`config.mk`:
```
export PLATFORM = sky130hd
export DESIGN_NAME = fetch_stage
export DESIGN_NICKNAME = d
export VERILOG_FILES = /design/src/rtl/fetch_stage.sv
export SDC_FILE = /design/constraint.sdc
export NUM_CORES = 1
export LEC_CHECK = 0
export CORE_AREA = 3 3 68 117
export DETAILED_ROUTE_END_ITERATION = 12
export DIE_AREA = 0 0 71 120
export PLACE_DENSITY_LB_ADDON = 0.25
export REMOVE_ABC_BUFFERS = 1
export SYNTH_ARGS = -nofsm -noshare
export SYNTH_HDL_FRONTEND = slang
export SYNTH_SLANG_ARGS = --single-unit
```
`constraint.sdc`:
```
create_clock -name clk -period 4.65 [get_ports clk]
set_clock_uncertainty 0.1 [all_clocks]
set_input_delay 1.395 -clock clk [delete_from_list [all_inputs] [get_ports clk]]
set_output_delay 1.395 -clock clk [all_outputs]
set_load 0.005 [all_outputs]
```
`src/rtl/fetch_stage.sv`:
```
// ---------------------------------------------------------------------------
// fetch_stage
//   Instruction-fetch stage of the single-issue MIPS core. Owns the program
//   counter, presents it as the word address of a combinational instruction
//   memory and captures the returned word into the IF/ID pipeline register.
//   Supports decode stalls, branch/jump redirect (with IF/ID flush) and halt.
//
// Ports
//   clk, rst_n       clock (rising edge), asynchronous active-low reset
//   imem_addr        word address to instruction memory (the PC register)
//   imem_instr       instruction word returned combinationally for imem_addr
//   stall            hold PC and IF/ID contents
//   redirect         load redirect_target into PC and flush IF/ID
//   redirect_target  new PC (word address)
//   halt_req         stop fetching after the current capture
//   ifid_instr       registered instruction for decode (0 = NOP on flush)
//   ifid_pc          PC of ifid_instr
//   ifid_pc_plus1    ifid_pc + 1, wrapping
//   ifid_valid       ifid_* carry a real instruction
//   halted           fetch FSM is in HALT
//   fetch_count      saturating count of delivered instructions
// ---------------------------------------------------------------------------
module fetch_stage #(
    parameter int ADDR_W   = 8,
    parameter int DATA_W   = 32,
    parameter int RESET_PC = 0,
    parameter int CNT_W    = 16
) (
    input  logic              clk,
    input  logic              rst_n,
    output logic [ADDR_W-1:0] imem_addr,
    input  logic [DATA_W-1:0] imem_instr,
    input  logic              stall,
    input  logic              redirect,
    input  logic [ADDR_W-1:0] redirect_target,
    input  logic              halt_req,
    output logic [DATA_W-1:0] ifid_instr,
    output logic [ADDR_W-1:0] ifid_pc,
    output logic [ADDR_W-1:0] ifid_pc_plus1,
    output logic              ifid_valid,
    output logic              halted,
    output logic [CNT_W-1:0]  fetch_count
);

    typedef enum logic [1:0] {
        BOOT = 2'd0,
        RUN  = 2'd1,
        HALT = 2'd2
    } state_t;

    localparam logic [ADDR_W-1:0] PC_RST  = ADDR_W'(RESET_PC);
    localparam logic [ADDR_W-1:0] PC_ONE  = ADDR_W'(1);
    localparam logic [CNT_W-1:0]  CNT_ONE = CNT_W'(1);

    state_t            state;
    logic [ADDR_W-1:0] pc;
    logic [ADDR_W-1:0] pc_next_seq;

    // Counter sticks at all-ones instead of wrapping.
    function automatic logic [CNT_W-1:0] sat_inc(input logic [CNT_W-1:0] v);
        return (&v) ? v : v + CNT_ONE;
    endfunction

    // Sequential PC wraps modulo 2^ADDR_W.
    assign pc_next_seq = pc + PC_ONE;
    assign imem_addr   = pc;

    // IF -> IF/ID boundary
    always_ff @(posedge clk or negedge rst_n) begin
        if (!rst_n) begin
            state         <= BOOT;
            pc            <= PC_RST;
            ifid_instr    <= '0;
            ifid_pc       <= '0;
            ifid_pc_plus1 <= '0;
            ifid_valid    <= 1'b0;
            halted        <= 1'b0;
            fetch_count   <= '0;
        end else begin
            case (state)
                BOOT: begin
                    // One dead cycle after reset release; memory address settles.
                    ifid_valid <= 1'b0;
                    state      <= RUN;
                end
                RUN: begin
                    if (redirect) begin
                        // Redirect beats stall: the wrong-path word must not survive.
                        pc         <= redirect_target;
                        ifid_instr <= '0;
                        ifid_valid <= 1'b0;
                    end else if (!stall) begin
                        ifid_instr    <= imem_instr;
                        ifid_pc       <= pc;
                        ifid_pc_plus1 <= pc_next_seq;
                        ifid_valid    <= 1'b1;
                        pc            <= pc_next_seq;
                        fetch_count   <= sat_inc(fetch_count);
                        // halt_req still delivers this edge's instruction.
                        if (halt_req) begin
                            state  <= HALT;
                            halted <= 1'b1;
                        end
                    end
                end
                HALT: begin
                    if (redirect) begin
                        pc         <= redirect_target;
                        ifid_instr <= '0;
                        ifid_valid <= 1'b0;
                        halted     <= 1'b0;
                        state      <= RUN;
                    end else if (!stall) begin
                        // A stalled decoder keeps the last instruction until it consumes it.
                        ifid_valid <= 1'b0;
                    end
                end
                default: begin
                    state <= BOOT;
                end
            endcase
        end
    end

endmodule
```
==> results.py, run 1 <==
metrics = {
    "synth": {
        "synth_async_sr_flop_share_pct": 100,
        "yosys_warnings": 0,
        "ys_seq_area_share_pct": 55.8,
        "syn_inst": 362,
        "synth_ff_type": "dfrtp_1",
        "synth_cell_types": 42,
        "synth_edf_count": 0,
        "syn-cell-area_um2": 3410,
        "synth.avg_cell_area_um2": 9.41,
        "ys_seq_elements": 76,
    },
    "floorplan": {
        "die_x_um": 71,
        "start_util_pct": 47.4,
        "fp-row-count": 41,
        "die-area_um2": 8520,
        "fp.dieH_um": 120,
        "core_um2": 7180,
        "ios": 119,
    },
    "timing": {
        "holdWs_ps": 360,
        "finalHoldViolCount": 0,
        "fin_crit_ps": 3360,
        "fmax_mhz": 297,
        "slew_viol_final": 0,
        "layout_setup_ws_ps": 1290,
        "tns_ps": 0,
        "finalCritPeriodShare_pct": 72.3,
        "rsz0062_at_grt": "false",
        "worst_pin_slew_ps": 966,
        "relSlewSlack_pct": 35.6,
        "setup_viol": 0,
    },
    "status": {
        "status": "finished, final reports clean",
    },
    "setup_path": {
        "r2r-start": "state[1]",
        "critPathRequiredTime_ps": 4800,
        "crit_chain": "clkdlybuf4s50_1 -> nor4b_4 -> buf_4 -> nand3_4 -> a211oi_1 -> xor2_1",
        "timing.rr.end": "fetch_count[6]",
        "critPathSlowestCell": "clkdlybuf4s50_1",
        "reg2regPathDepth": 5,
        "cp-start-kind": "primary input",
        "crit_arrival_ps": 3510,
        "crit_path_end_kind": "register",
        "cp_max_fo": 13,
        "crit_type": "primary input to register",
        "r2r_setup_slack_ps": 2540,
        "slowest_delay_ps": 640,
    },
    "clock_tree": {
        "clkSinkCount": 76,
        "clk_pin_slew_ps": 60,
        "cts_setup_buffers": 0,
        "cts_tree": "yes",
        "hold_buffers": 0,
        "ctsResizeCount": 0,
        "cts_buffer_depth": 2,
        "root_buffer": "clkbuf_16",
        "cts_made_buffers": 9,
        "htreeDepth": 3,
        "clk_latency_ps": 330,
    },
    "grt": {
        "grt_pass1_vias": 3066,
        "grt_overflow": 0,
        "antenna_found_initial": 0,
        "grt_pass1_wl_um": 14500,
        "gr-usage-all-layers_pct": 21.9,
        "grt_max_degree": 77,
    },
    "pwr": {
        "p_leak_nw": 2.30,
        "power.density_nw_per_um2": 452,
        "peakVddDrop_uv": 280,
    },
    "route": {
        "dr_total_vias": 3015,
        "top_layer": "met4",
        "routed-wl-met2_um": 4540,
        "vias_per_cell": 5.31,
        "finalWirelength_um": 8830,
        "drt_iter0_drc": 210,
        "wl_met3_um": 623,
        "postRouteAntennaNets": 0,
        "post_drt_wl_per_cell_um": 15.6,
        "met1_length_um": 3410,
        "dr.pass1.iters": 4,
        "drc_errors": 0,
    },
    "hold_path": {
        "hold_path.class": "register to register",
        "whs_path_depth": 2,
        "min_to": "ifid_instr[25]",
        "worstHoldStart": "ifid_instr[25]",
    },
    "finish": {
        "fill_cells": 585,
        "register_area_um2": 1900,
        "multiInputGateArea_um2": 1400,
        "syn_to_final_growth_pct": 46.5,
        "drive_gt1_share_pct": 7.05,
        "finalInstanceArea_um2": 4990,
        "antenna_cells": 0,
        "fin_util_pct": 69.5,
        "nets": 524,
    },
    "placed_design": {
        "gp_congestion": 0.854,
        "dp_hpwl_um": 6360,
        "dpl_cell_area_um2": 4650,
        "pre_cts_ws_ps": 944,
        "io_buffers": 118,
    },
    "run": {
        "cap_violations": 0,
    },
}
==> flip-flops by register name (all words and copies together), names as in the netlist <==
name,flops
imem_addr,8
halted,1
ifid_pc_plus1,8
ifid_instr,32
ifid_valid,1
state,2
ifid_pc,8
fetch_count,16
==> where the power goes <==
part	switching, W	internal (W)	leakage [nW]	total (W)
sequential	0.000116	0.000788	0.957	0.000903
combinational	0.000241	0.000342	1.18	0.000583
clock	0.000258	0.000512	0.169	0.000769
total	0.000615	0.00164	2.30	0.00226
==> critical path, delay by kind of cell <==
family | cells | cell delay [ps]
and+or+nand+nor | 2 | 710
buffers and inverters | 2 | 910
AOI/OAI and AO/OA | 1 | 310
xor gates and xnor gates | 1 | 180
==> per-layer routing <==
| layer | vias to the layer above | global-route usage [%] |
|---|---|---|
| met5 | - | 0 |
| met4 | 0 | 10.0 |
| met3 | 19 | 8.21 |
| met2 | 106 | 35.9 |
| met1 | 1439 | 25.0 |
| li1 | 1451 | - |
==> Yosys cell counts, drive strengths merged, types with 2 or more instances <==
library cell,count,area share [%]
a21boi,2,0.44
o21ai,13,1.9
nand3,40,6.2
nor2,15,1.7
ha,2,0.73
mux2,2,0.66
buf,7,1.2
nand4,4,0.92
dfrtp,76,56
a31oi,3,0.55
xor2,9,2.3
nor3,10,1.6
nand2,104,11
o2bb2ai,2,0.51
mux2i,2,0.59
xnor2,7,1.8
a21oi,12,1.8
clkbuf,12,1.3
nor2b,4,0.73
and3,4,0.73
o22ai,3,0.55
a22oi,4,0.88
inv,8,0.88
nor4,5,1.5
==> metrics by stage <==
| stage | instances | power, W |
|---|---|---|
| global placement | 552 | 0.00149 |
| detailed placement | 552 | 0.00150 |
| global route | 568 | 0.00238 |
| finish | 568 | 0.00226 |
| CTS | 568 | 0.00228 |
| floorplan | 343 | 0.00111 |
==> cells by family after synthesis <==
logic type | Yosys count | synth area share [%]
AND/OR/NAND/NOR | 191 | 26.3
flip-flops | 76 | 55.8
AO/OA/AOI/OAI | 46 | 8.34
buffers and inverters | 27 | 3.38
XOR/XNOR | 16 | 4.11
multiplexers | 4 | 1.25
adder cells (fa/ha/maj) | 2 | 0.735
==> area by class of cell <==
type / instances / area share (%)
timing repair buffer: 123 / 24.4
clock inverter: 4 / 1.40
clock buffer: 12 / 5.34
tap: 86 / 2.16
multi-input combinational: 259 / 28.0
inverter: 8 / 0.602
sequential: 76 / 38.1
==> worst max path at each step <==
stage	startpoint	to	slack, ps
3_5_place_dp	redirect	fetch_count[6]	940
2_1_floorplan	redirect	imem_addr[3]	1080
3_3_place_gp	redirect	fetch_count[14]	1050
5_1_grt	redirect	fetch_count[6]	1120
6_report	redirect	fetch_count[6]	1290
4_1_cts	redirect	fetch_count[6]	1290
==> cell usage in the layout, fill, tap and decap left out, drive strengths merged, types with 2 or more instances in the layout <==
cell type,n
clkbuf,12
a31oi,3
nand3,40
and3,4
a21oi,12
inv,8
a21boi,2
mux2,2
mux2i,2
o22ai,3
nor2b,4
nor3,10
nor4,5
o2bb2ai,2
xor2,9
nor2,15
buf,6
o21ai,13
bufinv,2
dfrtp,76
nand4,4
nand2,104
clkinv,2
clkdlybuf4s50,117
a22oi,4
ha,2
xnor2,7
No activity file was read; power rests on OpenSTA's default activity.
==> run 2, diff against run 1 <==
--- a/config.mk
+++ b/config.mk
@@ -5,9 +5,9 @@
 export SDC_FILE = /design/constraint.sdc
 export NUM_CORES = 1
 export LEC_CHECK = 0
-export CORE_AREA = 3 3 68 117
+export CORE_AREA = 3 3 73 127
 export DETAILED_ROUTE_END_ITERATION = 12
-export DIE_AREA = 0 0 71 120
+export DIE_AREA = 0 0 76 130
 export PLACE_DENSITY_LB_ADDON = 0.25
 export REMOVE_ABC_BUFFERS = 1
 export SYNTH_ARGS = -nofsm -noshare
==> constraint.sdc (replaced) <==
create_clock -name clk -period 2.9 [get_ports clk]
set_clock_uncertainty 0.1 [all_clocks]
set_input_delay 0.87 -clock clk [delete_from_list [all_inputs] [get_ports clk]]
set_output_delay 0.87 -clock clk [all_outputs]
set_load 0.005 [all_outputs]
==> run 2 against run 1 <==
Compared with the run above: critical endpoint is now fetch_count[15]; clock power up 39%; sequential share of layout area down 0.24 points; hold slack better by 6.8 ps; critical path depth unchanged; register-to-register slack worse by 1700 ps; clock-buffer cell count down 2; non-clock buffer count up 3.
==> results.py, run 2 (same netlist as run 1, synthesis figures left out) <==
metrics = {
    "finish": {
        "syn_to_final_growth_pct": 47.4,
        "largest_reg_flops": 32,
        "drive_gt1_share_pct": 7.42,
        "fill_cells": 718,
        "final_cell_mix": "clkdlybuf4s50_1, nand2_1, dfrtp_1",
        "nets": 527,
        "reg_top3": "ifid_instr x32, fetch_count x16",
        "antenna_cells": 0,
        "register_area_um2": 1900,
        "largest-register": "ifid_instr",
        "multiInputGateArea_um2": 1400,
        "final_common_cell": "clkdlybuf4s50_1",
    },
    "clock_tree": {
        "clkSinkCount": 76,
        "cts_setup_buffers": 0,
        "cts_tree": "yes",
        "cts_buffer_depth": 2,
        "ctsResizeCount": 0,
        "root_buffer": "clkbuf_16",
        "hold_buffers": 0,
        "htreeDepth": 3,
        "cts_made_buffers": 9,
        "clk_pin_slew_ps": 60,
        "clk_latency_ps": 330,
    },
    "route": {
        "drc_errors": 0,
        "finalWirelength_um": 8580,
        "post_drt_wl_per_cell_um": 14.3,
        "drt_iter0_drc": 190,
        "vias_per_cell": 4.89,
        "postRouteAntennaNets": 0,
        "dr.pass1.iters": 4,
        "dr_total_vias": 2936,
    },
    "timing": {
        "slew_viol_final": 0,
        "rsz0062_at_grt": "false",
        "fin_crit_ps": 2460,
        "finalCritPeriodShare_pct": 84.9,
        "worst_pin_slew_ps": 953,
        "fmax_mhz": 406,
        "tns_ps": 0,
        "finalHoldViolCount": 0,
        "setup_viol": 0,
        "relSlewSlack_pct": 36.5,
        "holdWs_ps": 366,
        "layout_setup_ws_ps": 438,
    },
    "grt": {
        "gr-usage-all-layers_pct": 17.9,
        "grt_max_degree": 77,
        "grt_pass1_vias": 2899,
        "grt_pass1_wl_um": 14100,
        "grt_overflow": 0,
        "antenna_found_initial": 0,
    },
    "hold_path": {
        "hold_path.class": "register to register",
        "min_to": "ifid_instr[30]",
        "worstHoldStart": "ifid_instr[30]",
        "whs_path_depth": 2,
    },
    "floorplan": {
        "die_x_um": 76,
        "fp.dieH_um": 130,
        "core_um2": 8310,
        "ios": 119,
        "start_util_pct": 41.0,
        "fp-row-count": 44,
        "die-area_um2": 9880,
    },
    "placed_design": {
        "pre_cts_ws_ps": 99.3,
        "gp_congestion": 0.894,
        "dp_hpwl_um": 6280,
        "io_buffers": 118,
    },
    "pwr": {
        "power_w": 0.00345,
        "p_leak_nw": 2.30,
        "power.density_nw_per_um2": 688,
        "peakVddDrop_uv": 472,
    },
    "setup_path": {
        "crit_chain": "clkdlybuf4s50_1 -> nor4b_4 -> buf_4 -> nand4_2 -> nor3_2 -> mux2_2",
        "r2r-start": "fetch_count[0]",
        "critPathRequiredTime_ps": 3010,
        "cp-start-kind": "primary input",
        "crit_arrival_ps": 2570,
        "crit_type": "primary input to register",
        "r2r_setup_slack_ps": 890,
        "slowest_delay_ps": 540,
        "cp_max_fo": 7,
        "reg2regPathDepth": 5,
        "critPathSlowestCell": "clkdlybuf4s50_1",
        "crit_path_end_kind": "register",
        "timing.rr.end": "fetch_count[1]",
    },
    "status": {
        "status": "finished, final reports clean",
    },
    "run": {
        "cap_violations": 0,
    },
}
## run 2: cell types whose count changed in the layout (fill, tap and decap cells not counted)
cell / previous run / this run
bufinv_16: 2 / 1
buf_12: 0 / 2
buf_4: 6 / 7
clkbuf_1: 0 / 1
clkbuf_8: 3 / 0
clkinv_2: 2 / 5
## run 2: metal layers
layer  track usage (%)  vias to the layer above  wire length, um
met2              32.3                       87             4610
met1              19.9                     1380             3350
met5                 0                        -                0
met4              6.08                        0              116
li1                  -                     1462                -
met3              5.87                        7              512
## run 2: worst max-delay path, delay by kind of cell
family / cells / cell delay [ps]
buf+inv: 2 / 740
simple gates: 3 / 610
mux: 1 / 350
## run 2: power by group
group          switching, W  internal, W  total (W)
sequential         0.000182      0.00126    0.00144
clock              0.000411     0.000658    0.00107
combinational      0.000380     0.000559   0.000938
total              0.000972      0.00248    0.00345
## run 2: through the flow
step	cell area (um^2)	util (%)	std cells
after floorplan	3320	-	343
after detailed placement	4740	57.0	584
after global placement	4740	57.0	584
after global routing	5020	60.4	600
after CTS	5020	60.4	600
final	5020	60.4	600
## run 2: area by class of cell
class / count / area share (%)
flip-flops and latches: 76 / 37.9
multi-input cells: 259 / 27.8
repair buffers: 126 / 25.2
clock buffers: 10 / 4.56
well taps: 115 / 2.87
clock inverters: 6 / 1.10
inverters: 8 / 0.598
## run 2: how the worst max path moves through the flow
stage                     startpoint         endpoint
after global placement      redirect  fetch_count[15]
after floorplan             redirect     imem_addr[3]
final                       redirect  fetch_count[15]
after global routing        redirect  fetch_count[15]
after detailed placement    redirect  fetch_count[15]
after CTS                   redirect  fetch_count[15]
==> run 3, diff against run 2 <==
--- a/config.mk
+++ b/config.mk
@@ -5,9 +5,9 @@
 export SDC_FILE = /design/constraint.sdc
 export NUM_CORES = 1
 export LEC_CHECK = 0
-export CORE_AREA = 3 3 73 127
+export CORE_AREA = 3 3 70 122
 export DETAILED_ROUTE_END_ITERATION = 12
-export DIE_AREA = 0 0 76 130
+export DIE_AREA = 0 0 73 125
 export PLACE_DENSITY_LB_ADDON = 0.25
 export REMOVE_ABC_BUFFERS = 1
 export SYNTH_ARGS = -nofsm -noshare
==> constraint.sdc (replaced) <==
create_clock -name clk -period 2.53 [get_ports clk]
set_clock_uncertainty 0.1 [all_clocks]
set_input_delay 0.759 -clock clk [delete_from_list [all_inputs] [get_ports clk]]
set_output_delay 0.759 -clock clk [all_outputs]
set_load 0.005 [all_outputs]
==> run 3 against run 2 <==
Compared with the run above: global-route usage increased by 2.9 points; worst setup slack worse by 190 ps; first-iteration DRC count down 1.6%; combinational power rose by 16%; clock power increased by 40%; critical endpoint is now fetch_count[13]; power is 23% higher; hold slack lost 140 ps; core utilization up 6.8 points; sequential power rose by 16%; non-clock buffer count rose by 7; clock-buffer cell count increased by 2; critical path depth unchanged.
==> results.py, run 3 (same netlist as run 1, synthesis figures left out) <==
metrics = {
    "setup_path": {
        "critPathSlowestCell": "clkdlybuf4s50_1",
        "cp-start-kind": "primary input",
        "cp_max_fo": 3,
        "crit_chain": "clkdlybuf4s50_1 -> nor4b_4 -> nand4_2 -> buf_4 -> o21bai_1 -> a21boi_0",
        "crit_type": "primary input to register",
        "critPathRequiredTime_ps": 2660,
        "crit_path_end_kind": "register",
        "r2r_setup_slack_ps": 470,
        "slowest_delay_ps": 470,
        "crit_arrival_ps": 2410,
    },
    "placed_design": {
        "dp_hpwl_um": 6460,
        "io_buffers": 118,
        "pre_cts_ws_ps": -89.4,
        "gp_congestion": 0.849,
        "dp_cells": 564,
    },
    "grt": {
        "antenna_found_initial": 0,
        "grt_pass1_wl_um": 15000,
        "grt_pass1_vias": 3165,
        "gr-usage-all-layers_pct": 20.8,
        "grt_max_degree": 53,
        "grt_overflow": 0,
    },
    "finish": {
        "fin_util_pct": 67.2,
        "largest_reg_flops": 32,
        "drive_gt1_share_pct": 8.74,
        "final_common_cell": "clkdlybuf4s50_1",
        "final_cell_mix": "clkdlybuf4s50_1, nand2_1, dfrtp_1",
        "syn_to_final_growth_pct": 50.3,
        "reg_top3": "ifid_instr x32, fetch_count x16",
        "largest-register": "ifid_instr",
        "nets": 534,
        "final_cells": 580,
        "antenna_cells": 0,
    },
    "pwr": {
        "power.density_nw_per_um2": 831,
        "power_w": 0.00425,
        "peakVddDrop_uv": 457,
        "p_leak_nw": 2.37,
    },
    "timing": {
        "layout_setup_ws_ps": 252,
        "slew_viol_final": 0,
        "worst_pin_slew_ps": 526,
        "fmax_mhz": 439,
        "setup_viol": 0,
        "rsz0062_at_grt": "false",
        "fin_crit_ps": 2280,
        "finalCritPeriodShare_pct": 90.0,
        "relSlewSlack_pct": 64.6,
        "finalHoldViolCount": 0,
        "tns_ps": 0,
    },
    "clock_tree": {
        "clk_pin_slew_ps": 60,
        "cts_made_buffers": 9,
        "cts_tree": "yes",
        "clkSinkCount": 76,
        "cts_buffer_depth": 2,
        "root_buffer": "clkbuf_16",
        "cts_setup_buffers": 0,
        "hold_buffers": 0,
        "htreeDepth": 3,
        "ctsResizeCount": 0,
        "clk_latency_ps": 330,
    },
    "floorplan": {
        "start_util_pct": 44.7,
        "ios": 119,
        "fp.dieH_um": 125,
        "die-area_um2": 9130,
        "core_um2": 7620,
        "fp-row-count": 42,
        "die_x_um": 73,
    },
    "route": {
        "drc_errors": 0,
        "drt_iter0_drc": 187,
        "dr.pass1.iters": 6,
        "dr_total_vias": 3072,
        "finalWirelength_um": 8930,
        "post_drt_wl_per_cell_um": 15.4,
        "vias_per_cell": 5.30,
        "postRouteAntennaNets": 0,
    },
    "hold_path": {
        "hold_path.class": "primary input to asynchronous set/reset pin",
    },
    "status": {
        "status": "finished, final reports clean",
    },
    "run": {
        "cap_violations": 0,
    },
}
## run 3: cell types whose count changed in the layout (fill, tap and decap cells not counted), sizes merged
cell	previous run	this run
buf	9	16
clkinv	5	1
bufinv	1	3
clkbuf	10	12
## run 3: metrics by stage
stage                     hold WS, ps  instance area (um^2)
after global placement            348                  4770
after floorplan                   363                  3320
after global routing              241                  5120
final                             227                  5120
after CTS                         230                  5120
after detailed placement          356                  4770
## run 3: final cells by class
type / instances / area (um^2)
sequential: 76 / 1900
timing repair buffer: 133 / 1330
clock inverter: 4 / 95.1
multi-input combinational: 259 / 1400
tap: 88 / 110
fill: 629 / 2500
clock buffer: 12 / 256
inverter: 8 / 30.0
## run 3: worst paths after layout
check | start | to | cells after the start
hold / removal | rst_n | fetch_count[6] | 1
setup reg to reg | fetch_count[0] | fetch_count[0] | 6
min in group clk | ifid_instr[16] | ifid_instr[16] | 2
setup / recovery | redirect | fetch_count[13] | 6
hold reg to reg | ifid_instr[16] | ifid_instr[16] | 2
max in group asynchronous | rst_n | ifid_instr[12] | 2
## run 3: routing by layer
metal | part of all wire [%] | routed length, um | up-vias | global-route usage [%]
li1 | - | - | 1474 | -
met1 | 39 | 3440 | 1487 | 24.6
met2 | 53 | 4740 | 97 | 34.2
met3 | 6.5 | 578 | 14 | 6.51
met4 | 1.9 | 170 | 0 | 8.59
met5 | 0 | 0 | - | 0
## run 3: worst max-delay path: cells and delay by family
kind / cells / cell delay [ps]
buf+inv: 2 / 650
simple gates: 2 / 620
compound gates: 2 / 390
## run 3: report_power, final
| part | switching [W] | internal [W] | total [W] |
|---|---|---|---|
| registers | 0.000221 | 0.00145 | 0.00167 |
| clock network | 0.000480 | 0.00102 | 0.00150 |
| logic | 0.000438 | 0.000650 | 0.00109 |
==> RTL change 1, RTL diff (flow settings as in run 3) <==
Put one more register stage on the output `fetch_count`, cleared by the reset. The value now appears one clock later. The other outputs are not delayed to match.
--- a/src/rtl/fetch_stage.sv
+++ b/src/rtl/fetch_stage.sv
@@ -52,6 +52,8 @@
     localparam logic [ADDR_W-1:0] PC_ONE  = ADDR_W'(1);
     localparam logic [CNT_W-1:0]  CNT_ONE = CNT_W'(1);
 
+    logic [CNT_W-1:0] fetch_count_s0;
+
     state_t            state;
     logic [ADDR_W-1:0] pc;
     logic [ADDR_W-1:0] pc_next_seq;
@@ -75,7 +77,7 @@
             ifid_pc_plus1 <= '0;
             ifid_valid    <= 1'b0;
             halted        <= 1'b0;
-            fetch_count   <= '0;
+            fetch_count_s0 <= '0;
         end else begin
             case (state)
                 BOOT: begin
@@ -95,7 +97,7 @@
                         ifid_pc_plus1 <= pc_next_seq;
                         ifid_valid    <= 1'b1;
                         pc            <= pc_next_seq;
-                        fetch_count   <= sat_inc(fetch_count);
+                        fetch_count_s0 <= sat_inc(fetch_count_s0);
                         // halt_req still delivers this edge's instruction.
                         if (halt_req) begin
                             state  <= HALT;
@@ -122,4 +124,12 @@
         end
     end
 
+    always_ff @(posedge clk or negedge rst_n) begin
+        if (!rst_n) begin
+            fetch_count <= '0;
+        end else begin
+            fetch_count <= fetch_count_s0;
+        end
+    end
+
 endmodule
Check against the original RTL: not equivalent (a bounded check fails within 4 cycles, from zero or initial values and one cycle with rst_n low).
==> RTL change 1 against run 3 <==
Global-route usage up 0.81 points. Synthesized cell count up 2.5%. Routed wire length up 2.5%. Critical path depth down 1. Fmax down 3.6%. Largest power group unchanged. Setup slack worse by 0.084 ns. Synthesized area up 12%. Design area up 7.1%. Clock power down 15%. Register-to-register slack worse by 0.02 ns. Power up 1.4%. Sequential cell count up 16.
==> RTL change 1: results (changes against run 3) <==
| Metric | Value |
|---|---|
| First-pass GRT wire length | 15.31 mm (+2.4%) |
| All-Layer GR Usage | 0.2162 (+0.008066) |
| Post-place instance area | 0.005200 mm2 (+9.1%) |
| Synth top cells by count | 106 x nand2_1, 92 x dfrtp_1, 37 x nand3_1 |
| Syn Area/Cell | 10.30 um2 (+9.5%) |
| Final HPWL DP | 6.760 mm (+4.6%) |
| Pre-CTS setup slack | -0.1774 ns (-0.08804 ns) |
| Leak pwr | 2.598 nW (+9.8%) |
| Worst R2R Setup Slack | 0.45 ns (-0.02 ns) |
| Reg2Reg Launch Point | fetch_count_s0[0] |
| Hold Slack | 0.2166 ns (-0.01067 ns) |
| Worst Path Arrival | 2.51 ns (+0.10 ns) |
| Fillcell total | 576 (-8.4%) |
| WL met3 | 488 um (-16%) |
| Pre-antenna DRT Iters | 4 (-2) |
| GP Congestion | 0.7875 (-7.3%) |
| Multi-input gate count | 255 (-1.5%) |
| Sequential share of power | 0.455 (+0.063) |
| Buffering overhead | 0.2457 (-0.01393) |
| Nonclk buf count | 137 (+3.0%) |
| CP Max Fanout | 27 (+24) |
| Inverters | 5 (-3) |
| Outcome | completed |
| # placed instances | 577 (+2.3%) |
| Worst vdd ir | 506.4 uV (+11%) |
| Sw Ratio | 0.2729 (+0.004989) |
| Pwr/cell area | 786.9 mW/mm2 (-5.3%) |
| Layout cells sized above 1 | 0.09940 (+0.01201) |
| Sequential cell area share | 0.4201 (+0.04854) |
| Multi-input combinational area share | 0.2596 (-0.01321) |
| Pin count of the biggest net entering global routing | 52 (-1.9%) |
| DR iter-0 viols | 211 (+13%) |
| Met3 Use GR | 0.05462 (-0.01044) |
| Via count | 3106 (+1.1%) |
| Clock network area share | 0.05114 (-0.01755) |
| Nets | 547 (+2.4%) |
| Measured slew at the worst slew-check pin | 0.4604 ns (-0.06603 ns) |
| R2r endpoint | fetch_count_s0[15] |
| Synthesis-to-finish area growth | 43.37% |
==> RTL change 1: changes by cell type after synthesis, moves of 3 or more <==
| cell | run 3 | this run |
|---|---|---|
| nor2_1 | 15 | 6 |
| a21oi_1 | 12 | 5 |
| clkbuf_1 | 12 | 7 |
| xor2_1 | 9 | 13 |
| o21ai_0 | 13 | 18 |
| buf_1 | 1 | 7 |
| nand4_1 | 3 | 6 |
| dfrtp_1 | 76 | 92 |
| inv_1 | 8 | 5 |
==> RTL change 1: cells by family after synthesis <==
| kind of cell | synth area share |
|---|---|
| AOI/OAI and AO/OA | 0.06154 |
| xor gates and xnor gates | 0.04124 |
| adders and majority gates | 0.006546 |
| buffers and inverters | 0.02750 |
| DFF | 0.6023 |
| muxes | 0.01211 |
| and+or+nand+nor | 0.2488 |
==> RTL change 1: worst max-delay path, cell delays in order <==
cell,delay [ns]
clkdlybuf4s50_1,0.42
or4b_4,0.56
buf_4,0.24
nor4_2,0.32
xor2_1,0.21
==> RTL change 2, RTL diff (settings of run 3) <==
Made on the original files. The parameter `DATA_W` goes from 32 to 48.
--- a/src/rtl/fetch_stage.sv
+++ b/src/rtl/fetch_stage.sv
@@ -22,7 +22,7 @@
 // ---------------------------------------------------------------------------
 module fetch_stage #(
     parameter int ADDR_W   = 8,
-    parameter int DATA_W   = 32,
+    parameter int DATA_W   = 48,
     parameter int RESET_PC = 0,
     parameter int CNT_W    = 16
 ) (
Ports: changed (resized ifid_instr and imem_instr); port bits go from 119 to 151. No check against the original RTL was run, so the function may have changed too.
==> RTL change 2 against run 3 <==
Largest cell class unchanged. Synthesized area increased by 19%. Cell count increased by 16%. Routed wire length increased by 22%. Power increased by 10%. Sequential share of layout area increased by 0.66 points. Setup slack got worse by 0.10 ns. Sequential cell count increased by 16. Design area increased by 19%.
==> RTL change 2: results (changes against run 3) <==
| Metric | Value |
|---|---|
| Combinational share of power | 0.264 (+0.008) |
| Clock network area share | 0.05528 (-0.01341) |
| Nonclk buf count | 169 (+27%) |
| Internal power | 3.417 mW (+9.8%) |
| Synth cell types | 43 (+2.4%) |
| R2r endpoint | fetch_count[14] |
| Inverters | 5 (-3) |
| Layout cells sized above 1 | 0.08889 (+0.001491) |
| Area contributors post-synth | dfrtp_1 57%, nand2_1 13%, nand3_1 6.6% |
| Met2 WL | 5.759 mm (+22%) |
| Storage element area | 0.002302 mm2 (+21%) |
| WL met3 | 887 um (+53%) |
| First-pass GRT wire length | 17.80 mm (+19%) |
| All-Layer GR Usage | 0.2466 (+0.03840) |
| Nets | 643 (+20%) |
| Port Buffers | 150 (+27%) |
| Worst Path Arrival | 2.50 ns (+0.09 ns) |
| M1 WL | 3.969 mm (+15%) |
| Hold Slack | 0.3128 ns (+0.08555 ns) |
| Slowest CP cell | or4b_4 |
| Pre-antenna DRT Iters | 4 (-2) |
| Sequential cell count | 92 (+21%) |
| Sequential area share after synthesis | 0.5700 (+0.01160) |
| Met3 Use GR | 0.07631 (+0.01124) |
| Top delay family on crit path | simple AND/OR/NAND/NOR gates |
| Via/cell ratio | 5.397 (+1.9%) |
| Pre-CTS setup slack | -0.1715 ns (-0.08213 ns) |
| Reg2Reg Launch Point | state[1] |
| Measured slew at the worst slew-check pin | 0.5781 ns (+0.05175 ns) |
| Met1 Track Usage GR | 0.2882 (+0.04266) |
| R2R depth | 4 (-2) |
| Multi-input combinational area share | 0.2676 (-0.005224) |
| Pin count of the biggest net entering global routing | 49 (-7.5%) |
| Sequential share of power | 0.420 (+0.028) |
| Biggest regs | ifid_instr x48, fetch_count x16 |
| Post-CTS setup buffer count | 0 (unchanged) |
| Drt wl/cell | 16.15 um (+4.9%) |
| CP Max Fanout | 4 (+1) |
| Synth top cells by count | 138 x nand2_1, 92 x dfrtp_1, 53 x nand3_1 |
| Vias in the first global route | 3690 (+17%) |
| Met2 GRT Util | 0.4148 (+0.07230) |
| Outcome | completed |
| Worst vdd ir | 602.9 uV (+32%) |
| GP Congestion | 0.8020 (-5.6%) |
| Slowest stage delay, CP | 0.59 ns (+0.12 ns) |
| Leak pwr | 2.892 nW (+22%) |
| Yosys warns | 0 (unchanged) |
| Fillcell total | 500 (-21%) |
| Worst-Skew Late Latency | 0.33 ns (about the same) |
| DR iter-0 viols | 183 (-2.1%) |
| Final HPWL DP | 7.791 mm (+21%) |
==> RTL change 2: stage by stage <==
step | std cells | setup TNS [ns] | area [um2] | utilization | total power [mW]
floorplan | 400 | -45.78 | 3936 | - | 2.375
global placement | 657 | -0.7003 | 5752 | 0.7548 | 3.189
detailed placement | 657 | -1.445 | 5752 | 0.7548 | 3.235
CTS | 673 | 0 | 6088 | 0.7990 | 4.731
global route | 673 | 0 | 6088 | 0.7990 | 4.931
finish | 673 | 0 | 6088 | 0.7990 | 4.693
==> RTL change 2: kinds of logic (layout without fill, tap and decap cells) <==
group | count (synthesis) | after routing | share of synthesized area
simple gates | 240 | 240 | 0.2850
flops | 92 | 92 | 0.5700
compound gates | 39 | 39 | 0.05824
buf+inv | 29 | 190 | 0.03005
xor+xnor | 18 | 18 | 0.03903
mux | 4 | 4 | 0.01146
fa+ha+maj | 2 | 2 | 0.006195
